$ cat src/rtl/demux2_stream_pkg.sv
// rtl/demux2_stream_pkg.sv - shared constants and lane buffer state encoding
package demux2_pkg;
  localparam int DEF_WIDTH  = 8;
  localparam int DEF_CNT_W  = 4;
  localparam int LANE_DEPTH = 2;

  localparam logic LANE0 = 1'b0;
  localparam logic LANE1 = 1'b1;

  typedef enum logic [1:0] {
    EMPTY = 2'd0,
    ONE   = 2'd1,
    FULL  = 2'd2
  } buf_state_t;
endpackage

$ cat src/rtl/demux2_stream_if.sv
// rtl/demux2_stream_if.sv - input stream and two output lanes of the demux
interface demux2_stream_if #(
  parameter int WIDTH = 8,
  parameter int CNT_W = 4
);
  logic [WIDTH-1:0] A;
  logic             S;
  logic             A_VLD;
  logic             A_RDY;
  logic [WIDTH-1:0] Z0;
  logic             Z0_VLD;
  logic             Z0_RDY;
  logic [WIDTH-1:0] Z1;
  logic             Z1_VLD;
  logic             Z1_RDY;
  logic [CNT_W-1:0] CNT0;
  logic [CNT_W-1:0] CNT1;

  modport slave (
    input  A, S, A_VLD, Z0_RDY, Z1_RDY,
    output A_RDY, Z0, Z0_VLD, Z1, Z1_VLD, CNT0, CNT1
  );

  modport master (
    output A, S, A_VLD, Z0_RDY, Z1_RDY,
    input  A_RDY, Z0, Z0_VLD, Z1, Z1_VLD, CNT0, CNT1
  );
endinterface

$ cat src/rtl/demux2_stream_lane_fifo2.sv
// rtl/demux2_stream_lane_fifo2.sv - 2-entry lane FIFO, head always in slot 0
module lane_fifo2
  import demux2_pkg::*;
#(
  parameter int WIDTH = DEF_WIDTH
) (
  input  logic             CK,
  input  logic             RN,
  input  logic             i_push,
  input  logic [WIDTH-1:0] i_data,
  input  logic             i_pop,
  output logic             o_full,
  output logic             o_vld,
  output logic [WIDTH-1:0] o_head
);
  buf_state_t       r_state;
  buf_state_t       w_next_state;
  logic [WIDTH-1:0] r_mem0;
  logic [WIDTH-1:0] r_mem1;
  logic [WIDTH-1:0] w_mem0_next;
  logic [WIDTH-1:0] w_mem1_next;

  always_ff @(posedge CK) begin
    if (!RN) begin
      r_state <= EMPTY;
      r_mem0  <= '0;
      r_mem1  <= '0;
    end else begin
      r_state <= w_next_state;
      r_mem0  <= w_mem0_next;
      r_mem1  <= w_mem1_next;
    end
  end

  // Pops shift slot 1 forward so the head is always slot 0.
  always_comb begin
    w_next_state = r_state;
    w_mem0_next  = r_mem0;
    w_mem1_next  = r_mem1;
    case (r_state)
      EMPTY: begin
        if (i_push) begin
          w_next_state = ONE;
          w_mem0_next  = i_data;
        end
      end
      ONE: begin
        case ({i_push, i_pop})
          2'b10: begin
            w_next_state = FULL;
            w_mem1_next  = i_data;
          end
          2'b01: w_next_state = EMPTY;
          2'b11: w_mem0_next = i_data;
          default: w_next_state = ONE;
        endcase
      end
      FULL: begin
        if (i_pop) begin
          w_next_state = ONE;
          w_mem0_next  = r_mem1;
        end
      end
      default: w_next_state = EMPTY;
    endcase
  end

  assign o_full = (r_state == FULL);
  assign o_vld  = (r_state != EMPTY);
  assign o_head = o_vld ? r_mem0 : '0;
endmodule

$ cat src/rtl/demux2_stream.sv
// rtl/demux2_stream.sv - registered 1:2 stream demux with per-lane buffers and counters
module demux2_stream
  import demux2_pkg::*;
#(
  parameter int WIDTH = DEF_WIDTH,
  parameter int CNT_W = DEF_CNT_W
) (
  input logic            CK,
  input logic            RN,
  demux2_stream_if.slave bus
);
  logic             w_full0;
  logic             w_full1;
  logic             w_accept;
  logic             w_push0;
  logic             w_push1;
  logic             w_pop0;
  logic             w_pop1;
  logic [CNT_W-1:0] r_cnt0;
  logic [CNT_W-1:0] r_cnt1;

  // No pass-through: a full lane refuses input even when it pops this cycle.
  assign bus.A_RDY = RN & ~((bus.S == LANE1) ? w_full1 : w_full0);
  assign w_accept  = bus.A_VLD & bus.A_RDY;
  assign w_push0   = w_accept & (bus.S == LANE0);
  assign w_push1   = w_accept & (bus.S == LANE1);
  assign w_pop0    = bus.Z0_VLD & bus.Z0_RDY;
  assign w_pop1    = bus.Z1_VLD & bus.Z1_RDY;

  lane_fifo2 #(.WIDTH(WIDTH)) u_lane0 (
    .CK     (CK),
    .RN     (RN),
    .i_push (w_push0),
    .i_data (bus.A),
    .i_pop  (w_pop0),
    .o_full (w_full0),
    .o_vld  (bus.Z0_VLD),
    .o_head (bus.Z0)
  );

  lane_fifo2 #(.WIDTH(WIDTH)) u_lane1 (
    .CK     (CK),
    .RN     (RN),
    .i_push (w_push1),
    .i_data (bus.A),
    .i_pop  (w_pop1),
    .o_full (w_full1),
    .o_vld  (bus.Z1_VLD),
    .o_head (bus.Z1)
  );

  always_ff @(posedge CK) begin
    if (!RN) begin
      r_cnt0 <= '0;
      r_cnt1 <= '0;
    end else begin
      if (w_pop0) r_cnt0 <= r_cnt0 + CNT_W'(1);
      if (w_pop1) r_cnt1 <= r_cnt1 + CNT_W'(1);
    end
  end

  assign bus.CNT0 = r_cnt0;
  assign bus.CNT1 = r_cnt1;
endmodule

$ cat src/flat_wrapper.sv
// flat-port wrapper written by rule: the top's interface ports become plain ports
module demux2_stream_flat import demux2_pkg::*;
#(
  parameter int WIDTH = DEF_WIDTH,
  parameter int CNT_W = DEF_CNT_W
)
  (CK, RN, bus_A, bus_S, bus_A_VLD, bus_Z0_RDY, bus_Z1_RDY, bus_A_RDY, bus_Z0, bus_Z0_VLD, bus_Z1, bus_Z1_VLD, bus_CNT0, bus_CNT1);
  demux2_stream_if #(.WIDTH(WIDTH), .CNT_W(CNT_W)) bus_i ();
  input logic CK;
  input logic RN;
  input wire logic [$bits(bus_i.A)-1:0] bus_A;
  input wire logic [$bits(bus_i.S)-1:0] bus_S;
  input wire logic [$bits(bus_i.A_VLD)-1:0] bus_A_VLD;
  input wire logic [$bits(bus_i.Z0_RDY)-1:0] bus_Z0_RDY;
  input wire logic [$bits(bus_i.Z1_RDY)-1:0] bus_Z1_RDY;
  output wire logic [$bits(bus_i.A_RDY)-1:0] bus_A_RDY;
  output wire logic [$bits(bus_i.Z0)-1:0] bus_Z0;
  output wire logic [$bits(bus_i.Z0_VLD)-1:0] bus_Z0_VLD;
  output wire logic [$bits(bus_i.Z1)-1:0] bus_Z1;
  output wire logic [$bits(bus_i.Z1_VLD)-1:0] bus_Z1_VLD;
  output wire logic [$bits(bus_i.CNT0)-1:0] bus_CNT0;
  output wire logic [$bits(bus_i.CNT1)-1:0] bus_CNT1;
  assign bus_i.A = bus_A;
  assign bus_i.S = bus_S;
  assign bus_i.A_VLD = bus_A_VLD;
  assign bus_i.Z0_RDY = bus_Z0_RDY;
  assign bus_i.Z1_RDY = bus_Z1_RDY;
  assign bus_A_RDY = bus_i.A_RDY;
  assign bus_Z0 = bus_i.Z0;
  assign bus_Z0_VLD = bus_i.Z0_VLD;
  assign bus_Z1 = bus_i.Z1;
  assign bus_Z1_VLD = bus_i.Z1_VLD;
  assign bus_CNT0 = bus_i.CNT0;
  assign bus_CNT1 = bus_i.CNT1;
  demux2_stream #(.WIDTH(WIDTH), .CNT_W(CNT_W)) u_core (.CK(CK), .RN(RN), .bus(bus_i));
endmodule
$ cat config.mk
export PLATFORM = sky130hd
export DESIGN_NAME = demux2_stream_flat
export DESIGN_NICKNAME = d
export VERILOG_FILES = /design/src/rtl/demux2_stream_pkg.sv /design/src/rtl/demux2_stream_if.sv /design/src/rtl/demux2_stream_lane_fifo2.sv /design/src/rtl/demux2_stream.sv /design/src/flat_wrapper.sv
export SDC_FILE = /design/constraint.sdc
export NUM_CORES = 1
export LEC_CHECK = 0
export CAP_MARGIN = 20
export CORE_MARGIN = 8
export CORE_UTILIZATION = 40
export CTS_CLUSTER_DIAMETER = 200
export DETAILED_ROUTE_END_ITERATION = 7
export GPL_TIMING_DRIVEN = 0
export HOLD_SLACK_MARGIN = 0.02
export PLACE_DENSITY_LB_ADDON = 0.1
export SLEW_MARGIN = 25
export SYNTH_ARGS = -nofsm -noshare
export SYNTH_HDL_FRONTEND = slang
export SYNTH_HIERARCHICAL = 1
export SYNTH_SLANG_ARGS = --single-unit
export TNS_END_PERCENT = 1
$ cat constraint.sdc
create_clock -name CK -period 2.65 [get_ports CK]
set_input_delay 0.53 -clock CK [delete_from_list [all_inputs] [get_ports CK]]
set_output_delay 0.53 -clock CK [all_outputs]
set_load 0.02 [all_outputs]
# Word level (Yosys, flattened, before mapping)

Cells that the tools add are included.

Add/sub/neg operators: 2
Multiply operators: 0
Div/mod/pow operators: 0
Order comparisons: 0
Equal/unequal tests: 18
Shift operators: 0
Mux-type cells: 19
Bitwise operators: 8
Reduce and logical (&&, ||, !) cells: 12

Operators with widths:

| kind                                                 | count |
|---|---|
| two-way mux 8 bit                                    | 8 |
| one-hot mux 8 bit (3 select lines)                   | 2 |
| one-hot mux 2 bit (3 select lines)                   | 4 |
| equality test 2 bit (second input constant)          | 6 |
| != test 2 bit (second input constant)                | 6 |
| adder 4 x 1 -> 4 bit (second input constant)         | 2 |
| equality test 2 x 1 -> 1 bit (second input constant) | 4 |
| two-way mux 2 bit                                    | 4 |
| AND reduction 4 bit                                  | 2 |
| bitwise AND 1 bit                                    | 6 |
| AND reduction 3 bit                                  | 2 |
| nonzero test 3 bit                                   | 2 |
| logical NOT 2 bit                                    | 2 |
| != test 2 x 1 -> 1 bit (second input constant)       | 2 |
| AND reduction 2 bit                                  | 2 |
| nonzero test 2 bit                                   | 2 |
| inverter 1 bit                                       | 2 |
| two-way mux 1 bit                                    | 1 |

Register bits after elaboration: 44
Latch bits: 0
RAM bits: 0
Memory bits (read-only): 0
Logic and storage cells: 67
Memories kept: 0

# Depth between registers and ports, before layout

Gate-level depths: netlist of the first run.

Depth after elaboration: 9
Depth in mapped cells: 11
Gate-level depth less buffers: 9

# Modules after synthesis

The synthesis of the first run kept the hierarchy.

Modules (own cells, without submodules):

| module        | times used | cells each | area an instance (um2) |
|---|---|---|---|
| lane_fifo2    | 2          | 90         | 884.6 |
| demux2_stream | 1          | 43         | 386.6 |

# Worst setup path after synthesis of the first run

No wires, ideal clock.

Path type: reg2reg
From: reg u_core.u_lane1.r_state[1]
To: reg u_core.u_lane1.r_mem0[0]
Setup time: 0.086 ns
Arrival: 2.252 ns
Required time: 2.564 ns
Path slack: 0.312 ns
Stages on the path, launching flop included: 12
Clock period less this slack: 2.338 ns
Path through: dfxtp_1 or2b_1 buf_2 inv_1 mux2i_1 and2_1 and3_1 ha_1 and3b_1 buf_6 a21o_4 a211oi_1

Word-level cells in the longest chain between the ends: 9
Elaborated cells between the ends (all ways): 17
Those cells by class: eq/ne: 6; mux: 2; bitwise: 5; reduce/logical: 4

RTL lines:

| what                                    | RTL line                       | source |
|---|---|---|
| start: declaration                      | demux2_stream_lane_fifo2.sv:16 | `buf_state_t r_state;` |
| start signal: assignment                | demux2_stream_lane_fifo2.sv:29 | `r_state <= w_next_state;` |
| equality test 2 bit *                   | demux2_stream_lane_fifo2.sv:68 | `assign o_full = (r_state == FULL);` |
| named net u_core.w_full1                | demux2_stream.sv:13            | `logic w_full1;` |
| two-way mux 1 bit *                     | demux2_stream.sv:23            | `assign bus.A_RDY = RN & ~((bus.S == LANE1) ? w_full1 : w_full0);` |
| inverter 1 bit *                        | demux2_stream.sv:23            |  |
| bitwise AND 1 bit *                     | demux2_stream.sv:23            |  |
| named net bus_A_RDY                     | flat_wrapper.sv:16             | `output wire logic [$bits(bus_i.A_RDY)-1:0] bus_A_RDY;` |
| bitwise AND 1 bit *                     | demux2_stream.sv:24            | `assign w_accept = bus.A_VLD & bus.A_RDY;` |
| bitwise AND 1 bit *                     | demux2_stream.sv:26            | `assign w_push1 = w_accept & (bus.S == LANE1);` |
| named net u_core.w_push1                | demux2_stream.sv:16            | `logic w_push1;` |
| equality test 2 bit                     | demux2_stream_lane_fifo2.sv:48 | `case ({i_push, i_pop})` |
| != test 2 x 1 -> 1 bit (no source line) | n/a                            |  |
| AND reduction 4 bit (no source line) *  | n/a                            |  |
| end signal: assignment                  | demux2_stream_lane_fifo2.sv:30 | `r_mem0 <= w_mem0_next;` |
| end: declaration                        | demux2_stream_lane_fifo2.sv:18 | `logic [WIDTH-1:0] r_mem0;` |

Mark *: on every way through the listed nets, which the timed path passes. The rest lies on a longest branch.
A chain may end at the register's enable or synchronous reset.

# Final worst setup path of the first run

From: reg u_core.u_lane1.r_state[1]
To: reg u_core.u_lane1.r_mem0[5]

Word-level cells in the longest chain between the ends: 9
Elaborated cells between the ends (all ways): 17
Those cells by class: eq/ne: 6; mux: 2; bitwise: 5; reduce/logical: 4

RTL lines:

| what                                    | RTL line |
|---|---|
| equality test 2 bit *                   | demux2_stream_lane_fifo2.sv:68 |
| named net u_core.w_full1                | demux2_stream.sv:13 |
| two-way mux 1 bit *                     | demux2_stream.sv:23 |
| inverter 1 bit *                        | demux2_stream.sv:23 |
| bitwise AND 1 bit *                     | demux2_stream.sv:23 |
| bitwise AND 1 bit *                     | demux2_stream.sv:24 |
| bitwise AND 1 bit *                     | demux2_stream.sv:26 |
| named net u_core.w_push1                | demux2_stream.sv:16 |
| equality test 2 bit                     | demux2_stream_lane_fifo2.sv:48 |
| != test 2 x 1 -> 1 bit (no source line) | n/a |
| AND reduction 4 bit (no source line) *  | n/a |

Marked as above.

==> results of run 1 <==
cell families (layout without fill, tap and decap cells):
| kind of cell | after synthesis | in the layout | share of synthesized area |
|---|---|---|---|
| buffers and inverters | 22 | 70 | 0.04876 |
| adder cells (fa/ha/maj) | 6 | 6 | 0.03482 |
| flip-flops | 44 | 44 | 0.4086 |
| AND/OR/NAND/NOR | 68 | 68 | 0.1677 |
| XOR/XNOR | 4 | 4 | 0.01625 |
| multiplexers | 35 | 35 | 0.1672 |
| AO/OA/AOI/OAI | 44 | 44 | 0.1567 |
flip-flops by register name (all words and copies together) (netlist names):
| signal | flops |
|---|---|
| u_core/u_lane1/r_mem1 | 8 |
| u_core/u_lane1/r_mem0 | 8 |
| u_core/bus.CNT0 | 4 |
| u_core/u_lane0/r_state | 2 |
| u_core/u_lane0/r_mem0 | 8 |
| u_core/u_lane1/r_state | 2 |
| u_core/bus.CNT1 | 4 |
| u_core/u_lane0/r_mem1 | 8 |
synth_stat cells:
master,n
dfxtp_1,44
mux2i_1,33
a211oi_1,32
nor2_1,23
nor2b_1,16
inv_1,10
nand3_1,7
buf_2,6
ha_1,6
and2_1,5
nand2_1,4
xnor2_1,4
a21boi_0,2
a21boi_1,2
a21o_4,2
a21oi_1,2
and3b_1,2
buf_6,2
clkbuf_1,2
clkinv_1,2
mux2_4,2
nand2_2,2
nand3b_1,2
o21ai_0,2
o22a_1,2
or2b_1,2
or3_1,2
or3_2,2
and3_1,1
cells in the final DEF, fill, tap and decap left out, drive strengths merged, types with 6 or more instances in the layout:
master         netlist  routed
nand3                7       7
ha                   6       6
clkdlybuf4s50        0      39
buf                  8       6
mux2i               33      33
clkbuf               2      10
a211oi              32      32
inv                 10      10
nor2b               16      16
dfxtp               44      44
nor2                23      23
nand2                6       6
through the flow:
stage	cell area, um^2	instances	worst slack [ns]
after floorplan	2156	223	0.3124
after global placement	2644	333	-0.06063
after detailed placement	2644	333	-0.03464
after CTS	2765	341	0.006436
after global routing	2773	341	0.02299
final	2773	341	0.2116
critical path: stages, from the launching register on:
cell      delay (ns)
dfxtp_1         0.42
or2b_1          0.24
clkbuf_4        0.21
inv_1           0.07
mux2i_1         0.07
and2_1          0.16
and3_1          0.21
ha_1            0.23
and3b_1         0.18
buf_6           0.14
a21o_4          0.22
a211oi_1        0.20
routing by layer:
metal | global-route usage | vias up | share of wire
met2 | 0.1845 | 43 | 0.43
li1 | - | 894 | -
met3 | 0.02941 | 7 | 0.059
met4 | 0.05891 | 0 | 0.018
met1 | 0.1571 | 782 | 0.50
met5 | 0 | - | 0
where the power goes:
group | leakage (uW) | internal, uW | switching (uW) | total (uW)
registers | 0.000357 | 680 | 11.2 | 691
clock network | 0.0000614 | 308 | 232 | 540
logic | 0.000831 | 73.6 | 80.3 | 154
final timing paths:
path,startpoint,endpoint,slack [ns],depth (start not counted)
min reg2reg,u_core/bus.CNT0[3]$_SDFFE_PN0P_,u_core/bus.CNT0[3]$_SDFFE_PN0P_,0.48,2
max,u_core/u_lane1/r_state[1]$_SDFFE_PN0P_,u_core/u_lane1/r_mem0[5]$_SDFFE_PN0P_,0.21,11
max reg2reg,u_core/u_lane1/r_state[1]$_SDFFE_PN0P_,u_core/u_lane1/r_mem0[5]$_SDFFE_PN0P_,0.21,11
min,u_core/bus.CNT0[3]$_SDFFE_PN0P_,u_core/bus.CNT0[3]$_SDFFE_PN0P_,0.48,2
cell type report:
| class | instances | area [um^2] |
|---|---|---|
| buffer | 10 | 65.06 |
| clock buffer | 6 | 82.58 |
| clock inverter | 2 | 38.79 |
| fill | 521 | 2367 |
| inverter | 12 | 45.04 |
| multi-input combinational | 157 | 1170 |
| sequential | 44 | 880.8 |
| tap | 70 | 87.58 |
| timing repair buffer | 40 | 402.9 |
==> results.txt, run 1 <==
Rel. slew slack - 0.6181
sequential share of the synthesized area - 0.4086
Worst Tran Pin Value - 0.5708 ns
Max Cap Viol - 0
CTS Sinks - 44
worst vdd ir - 0.0003505 V
initial core utilization - 0.4194
WS Path Type - reg2reg
Ant. Diodes - 0
Detailed Route Iter0 Violations - 56
vias per cell - 5.062
Die W - 89.42 um
share of cells above drive strength 1 - 0.08856
Mapped Avg Cell Area - 9.667 um^2
WP data arrival - 2.66 ns
Final Wtd Congestion - 0.7702
pwr dens - 499.7 nW/um^2
register bit total from synthesis - 44
fin. max-slew vios - 0
largest cells by area after synthesis - dfxtp_1 (41%), mux2i_1 (15%), a211oi_1 (11%)
TritonRoute pass-1 iters - 4
TritonCTS Buffers - 5
hold buffers post-CTS - 0
IO buf count - 40
Synth cell types - 29
drt total wl - 4582 um
Critical Path RT - 2.87 ns
Max Clk Rate - 0.4101 GHz
Area Overhead vs Synth - 28.61%
die footprint - 7995 um^2
gr usage total - 0.1217
Hold WS - 0.4809 ns
CTS tree - done
vias in the first global route - 1603
Syn Inst Count - 223
largest net degree at the start of global routing - 15
DPL Wire Length - 3384 um
Final Setup Violations - 0
leakage power - 0.001249 uW
Max clock buf depth - 2
root buf cell - clkbuf_8
Sum Neg Setup Slack - 0 ns
I/O Pins - 41
CP Max Fanout - 10
first-pass GRT wire length - 7534 um
Worst Skew - 0.007358 ns
top cell type's share of synthesized area - 0.4086
outcome - finished, final reports clean
Ys Warns - 6
Final Hold Vio Count - 0
Setup Buffers After CTS - 0
crit share post-route - 0.9202
H-tree Lvls - 2
Final Core Density - 0.5394
DR vias - 1726
Std-Cell Rows - 26
routed length per placed instance - 13.44 um
Final ANT Viol Nets - 0
gr ovfl total - 0
Clk pin slew, worst setup/hold paths - 0.09 ns
nets - 290
# DRC - 0
antenna violations before repair - 0
syn nets - 243
Worst-Skew Late Latency - 0.30 ns
die height - 89.42 um
total power - 1385 uW
post_cts resized - 0
RSZ-0062 raised after global routing - no
Final min period - 2.438 ns
dominant cell type by area after synthesis - dfxtp_1
mapped cell area - 2156 um^2
CP Launch Type - register
Core ar. - 5140 um^2
HP Class - reg2reg
CP endpoint kind - register
(Power assumes the default switching activity.)
==> run 2, diff against run 1 <==
- CORE_UTILIZATION: 40 -> 51
==> run 2 against run 1 <==
Against the previous run: critical path depth did not move; maximum frequency down 1.6%; worst setup slack lost 0.039 ns; critical endpoint is now u_core/u_lane1/r_mem0[0]$_SDFFE_PN0P_; register-to-register slack lost 0.04 ns; sequential cell count unchanged; highest routed layer unchanged; die area down 18%; critical path type unchanged; final area decreased by 2.0%; first-iteration DRC count increased by 66%; total power fell by 8.4%; clock-buffer cell count rose by 2.
==> results.txt, run 2 (synthesis results as in run 1) <==
outcome - finished, final reports clean
nets - 290
vias per cell - 5.374
Setup WS pre-CTS - -0.03967 ns
Rel. slew slack - 0.6261
Clock Power Share - 0.333
share of cells above drive strength 1 - 0.08118
die height - 81.02 um
Worst Tran Pin Value - 0.5588 ns
RSZ-0062 raised after global routing - no
# placed instances - 313
worst vdd ir - 0.0003488 V
hold buffers post-CTS - 0
vias in the first global route - 1683
WS Path Type - reg2reg
Worst Skew - 0.003476 ns
Final min period - 2.477 ns
Worst-Skew Late Latency - 0.28 ns
DPL Wire Length - 3317 um
Final Non-Filler Cells - 321
gr ovfl total - 0
Final Hold Vio Count - 0
DR vias - 1725
Core ar. - 4029 um^2
root buf cell - clkbuf_8
Max clock buf depth - 2
WP data arrival - 2.68 ns
HP Class - reg2reg
commonest non-fill, non-tap cell in the layout - dfxtp_1
Max Cap Viol - 0
CTS Sinks - 44
total power - 1268 uW
Die W - 81.02 um
sw frac - 0.2380
# DRC - 0
drt total wl - 4481 um
most frequent cells in the layout - dfxtp_1 (44), clkdlybuf4s50_1 (39), mux2i_1 (33), a211oi_1 (32), nor2_1 (23)
FILL cells - 361
CP Max Fanout - 10
fin. max-slew vios - 0
Critical Path RT - 2.85 ns
initial core utilization - 0.5351
Max Clk Rate - 0.4037 GHz
gr usage total - 0.1409
Final Core Density - 0.6742
routed length per placed instance - 13.96 um
antenna violations before repair - 0
crit share post-route - 0.9349
I/O Pins - 41
combinational power share - 0.122
Sum Neg Setup Slack - 0 ns
TritonRoute pass-1 iters - 4
Final Setup Violations - 0
Reg power frac - 0.545
CP endpoint kind - register
first-pass GRT wire length - 7500 um
CP Launch Type - register
area of the multi-input gates - 1170 um^2
die footprint - 6563 um^2
pwr dens - 466.9 nW/um^2
Detailed Route Iter0 Violations - 93
Internal Power - 966.5 uW
Ant. Diodes - 0
Final ANT Viol Nets - 0
Setup Buffers After CTS - 0
Area Overhead vs Synth - 26.00%
TritonCTS Buffers - 5
final worst slack - 0.1726 ns
Final Wtd Congestion - 0.7847
H-tree Lvls - 2
largest net degree at the start of global routing - 13
CTS tree - done
Clk pin slew, worst setup/hold paths - 0.08 ns
sequential cell area - 880.8 um^2
Std-Cell Rows - 23
P_sw - 301.9 uW
IO buf count - 40
leakage power - 0.001233 uW
==> run 2: changes by cell type in the layout (fill, tap and decap cells not counted) <==
cell       before  now
bufinv_16       1    0
clkbuf_1        2    4
clkinv_4        1    0
==> run 2: layout make-up <==
| type | instances | share of cell area |
|---|---|---|
| clock buffer | 8 | 0.03316 |
| timing repair buffer | 40 | 0.1483 |
| sequential | 44 | 0.3243 |
| buffer | 10 | 0.02395 |
| multi-input combinational | 157 | 0.4307 |
| tap | 50 | 0.02303 |
| inverter | 12 | 0.01658 |
==> run 2: through the flow <==
step,hold WS [ns],area (um^2)
2_1_floorplan,0.4627,2156
3_3_place_gp,0.4666,2619
3_5_place_dp,0.4796,2619
4_1_cts,0.4906,2709
5_1_grt,0.5277,2716
6_report,0.4931,2716
==> run 2: repair_timing <==
item | 4_1_cts | 5_1_grt
gates resized for setup | 0 | 3
endpoints found under the setup margin | 0 | 1
hold endpoints to repair | 0 | 0
==> run 2: per-layer routing <==
metal | up-vias | share of wire | track usage
li1 | 881 | - | -
met1 | 799 | 0.47 | 0.1751
met2 | 43 | 0.46 | 0.2285
met3 | 2 | 0.056 | 0.04194
met4 | 0 | 0.0051 | 0.04464
met5 | - | 0 | 0
==> run 2: critical path, cell delays in order, from the launching register on <==
cell and delay [ns]:
dfxtp_1 0.43, or2b_1 0.24, clkbuf_4 0.21, inv_1 0.07, mux2i_1 0.07, and2_1 0.17
and3_1 0.21, ha_1 0.24, and3b_1 0.18, buf_6 0.14, a21o_4 0.22, a211oi_1 0.20
==> run 2: power groups by stage <==
stage | logic, uW | clock network (uW) | registers [uW]
floorplan | 91.6 | 0 | 706
CTS | 155 | 438 | 691
finish | 154 | 423 | 691
detailed placement | 154 | 0 | 707
global placement | 152 | 0 | 707
global route | 168 | 472 | 694
==> run 2: worst paths after layout <==
| kind | startpoint | to | slack, ns | depth (start not counted) |
|---|---|---|---|---|
| max | u_core/u_lane0/r_state[1]$_SDFFE_PN0P_ | u_core/u_lane1/r_mem0[0]$_SDFFE_PN0P_ | 0.17 | 11 |
| min | u_core/bus.CNT1[3]$_SDFFE_PN0P_ | u_core/bus.CNT1[3]$_SDFFE_PN0P_ | 0.49 | 2 |
| max reg2reg | u_core/u_lane0/r_state[1]$_SDFFE_PN0P_ | u_core/u_lane1/r_mem0[0]$_SDFFE_PN0P_ | 0.17 | 11 |
| min reg2reg | u_core/bus.CNT1[3]$_SDFFE_PN0P_ | u_core/bus.CNT1[3]$_SDFFE_PN0P_ | 0.49 | 2 |
==> run 3, diff against run 2 <==
- MAX_ROUTING_LAYER: not set -> met4
- SLEW_MARGIN: 25 -> not set
==> run 3 against run 2 <==
Against the previous run: clock power is essentially flat; cell count unchanged; sequential cell count stayed put; wire length stayed put; sequential share of layout area stayed put; total power about the same; global-route usage grew 0.43 points; non-clock buffer count stayed put; sequential power hardly changed; largest cell class unchanged; largest power group unchanged; highest routed layer unchanged.
==> results.txt, run 3 (synthesis results as in run 1) <==
Final Setup Violations - 0
IO buf count - 40
largest stage delay on the critical path - 0.43 ns
WP data arrival - 2.68 ns
# DRC - 0
DR vias - 1725
drt total wl - 4481 um
die height - 81.02 um
Layout Cell Area excl Fill - 2716 um^2
vias per cell - 5.374
antenna violations before repair - 0
CTS Sinks - 44
leakage power - 0.001233 uW
Ant. Diodes - 0
Die W - 81.02 um
DP Area - 2619 um^2
commonest non-fill, non-tap cell in the layout - dfxtp_1
H-tree Lvls - 2
pwr dens - 466.9 nW/um^2
root buf cell - clkbuf_8
Std-Cell Rows - 23
Area Overhead vs Synth - 26.00%
crit path max-delay cell type - dfxtp_1
CP Max Fanout - 10
# placed instances - 313
gr usage total - 0.1452
Rel. slew slack - 0.6261
HP Class - reg2reg
CP endpoint kind - register
Final Core Density - 0.6742
nets - 290
fin. max-slew vios - 0
Max Clk Rate - 0.4037 GHz
Critical Path RT - 2.85 ns
RSZ-0062 raised after global routing - no
Worst Tran Pin Value - 0.5587 ns
die footprint - 6563 um^2
Setup WS pre-CTS - -0.03967 ns
worst vdd ir - 0.0003488 V
Final ANT Viol Nets - 0
Final min period - 2.477 ns
crit share post-route - 0.9349
TritonCTS Buffers - 5
CTS tree - done
Final Wtd Congestion - 0.7955
largest net degree at the start of global routing - 13
DPL Wire Length - 3317 um
Max clock buf depth - 2
share of cells above drive strength 1 - 0.08118
routed length per placed instance - 13.96 um
Worst Skew - 0.003475 ns
outcome - finished, final reports clean
Detailed Route Iter0 Violations - 93
crit-path cells - or2b_1 > clkbuf_4 > inv_1 > mux2i_1 > and2_1 > and3_1 > ha_1 > and3b_1 > buf_6 > a21o_4 > a211oi_1
Final Non-Filler Cells - 321
Sum Neg Setup Slack - 0 ns
I/O Pins - 41
Final Hold Vio Count - 0
Worst-Skew Late Latency - 0.28 ns
CP Launch Type - register
gr ovfl total - 0
initial core utilization - 0.5351
WS Path Type - reg2reg
Core ar. - 4029 um^2
most frequent cells in the layout - dfxtp_1 (44), clkdlybuf4s50_1 (39), mux2i_1 (33), a211oi_1 (32), nor2_1 (23)
vias in the first global route - 1682
first-pass GRT wire length - 7507 um
Max Cap Viol - 0
Setup Buffers After CTS - 0
TritonRoute pass-1 iters - 4
Clk pin slew, worst setup/hold paths - 0.08 ns
final worst slack - 0.1726 ns
## run 3: metrics by stage
stage	hold slack (ns)	power, uW
after floorplan	0.4627	797.7
after global placement	0.4666	858.5
after detailed placement	0.4796	861.1
after CTS	0.4906	1285
after global routing	0.5277	1334
final	0.4931	1268
## run 3: final cells by class
cell class	count	area (um^2)
well taps	50	62.56
flip-flops and latches	44	880.8
fillers	361	1313
multi-input cells	157	1170
plain buffers	10	65.06
repair buffers	40	402.9
clock buffers	8	90.09
inverters	12	45.04
## run 3: final timing paths
kind                                                        startpoint                                    end  slack [ns]  cells past startpoint
worst max register to register  u_core/u_lane0/r_state[1]$_SDFFE_PN0P_  u_core/u_lane1/r_mem0[0]$_SDFFE_PN0P_        0.17                     11
worst min register to register         u_core/bus.CNT1[3]$_SDFFE_PN0P_        u_core/bus.CNT1[3]$_SDFFE_PN0P_        0.49                      2
worst max-delay path            u_core/u_lane0/r_state[1]$_SDFFE_PN0P_  u_core/u_lane1/r_mem0[0]$_SDFFE_PN0P_        0.17                     11
worst min-delay path                   u_core/bus.CNT1[3]$_SDFFE_PN0P_        u_core/bus.CNT1[3]$_SDFFE_PN0P_        0.49                      2
## run 3: repair_timing
item / CTS / global route
resized for setup: 0 / 3
hold buffers: 0 / 0
endpoints found under the setup margin: 0 / 1
## run 3: critical path, delay by kind of cell, from the launching register on
family	cells	cell delay [ns]
flops	1	0.43
mux	1	0.07
simple gates	4	0.80
fa+ha+maj	1	0.24
buf+inv	3	0.42
compound gates	2	0.42
## run 3: per-layer routing
metal	track usage	share of wire	wire length [um]
met4	0.04464	0.0051	23
met5	-	0	0
met2	0.2285	0.46	2081
met3	0.04194	0.056	251
met1	0.1751	0.47	2125
## run 3: where the power goes
| part | internal, uW | switching, uW |
|---|---|---|
| registers | 680 | 11.2 |
| clock network | 213 | 210 |
| logic | 73.6 | 80.5 |
| total | 966 | 302 |
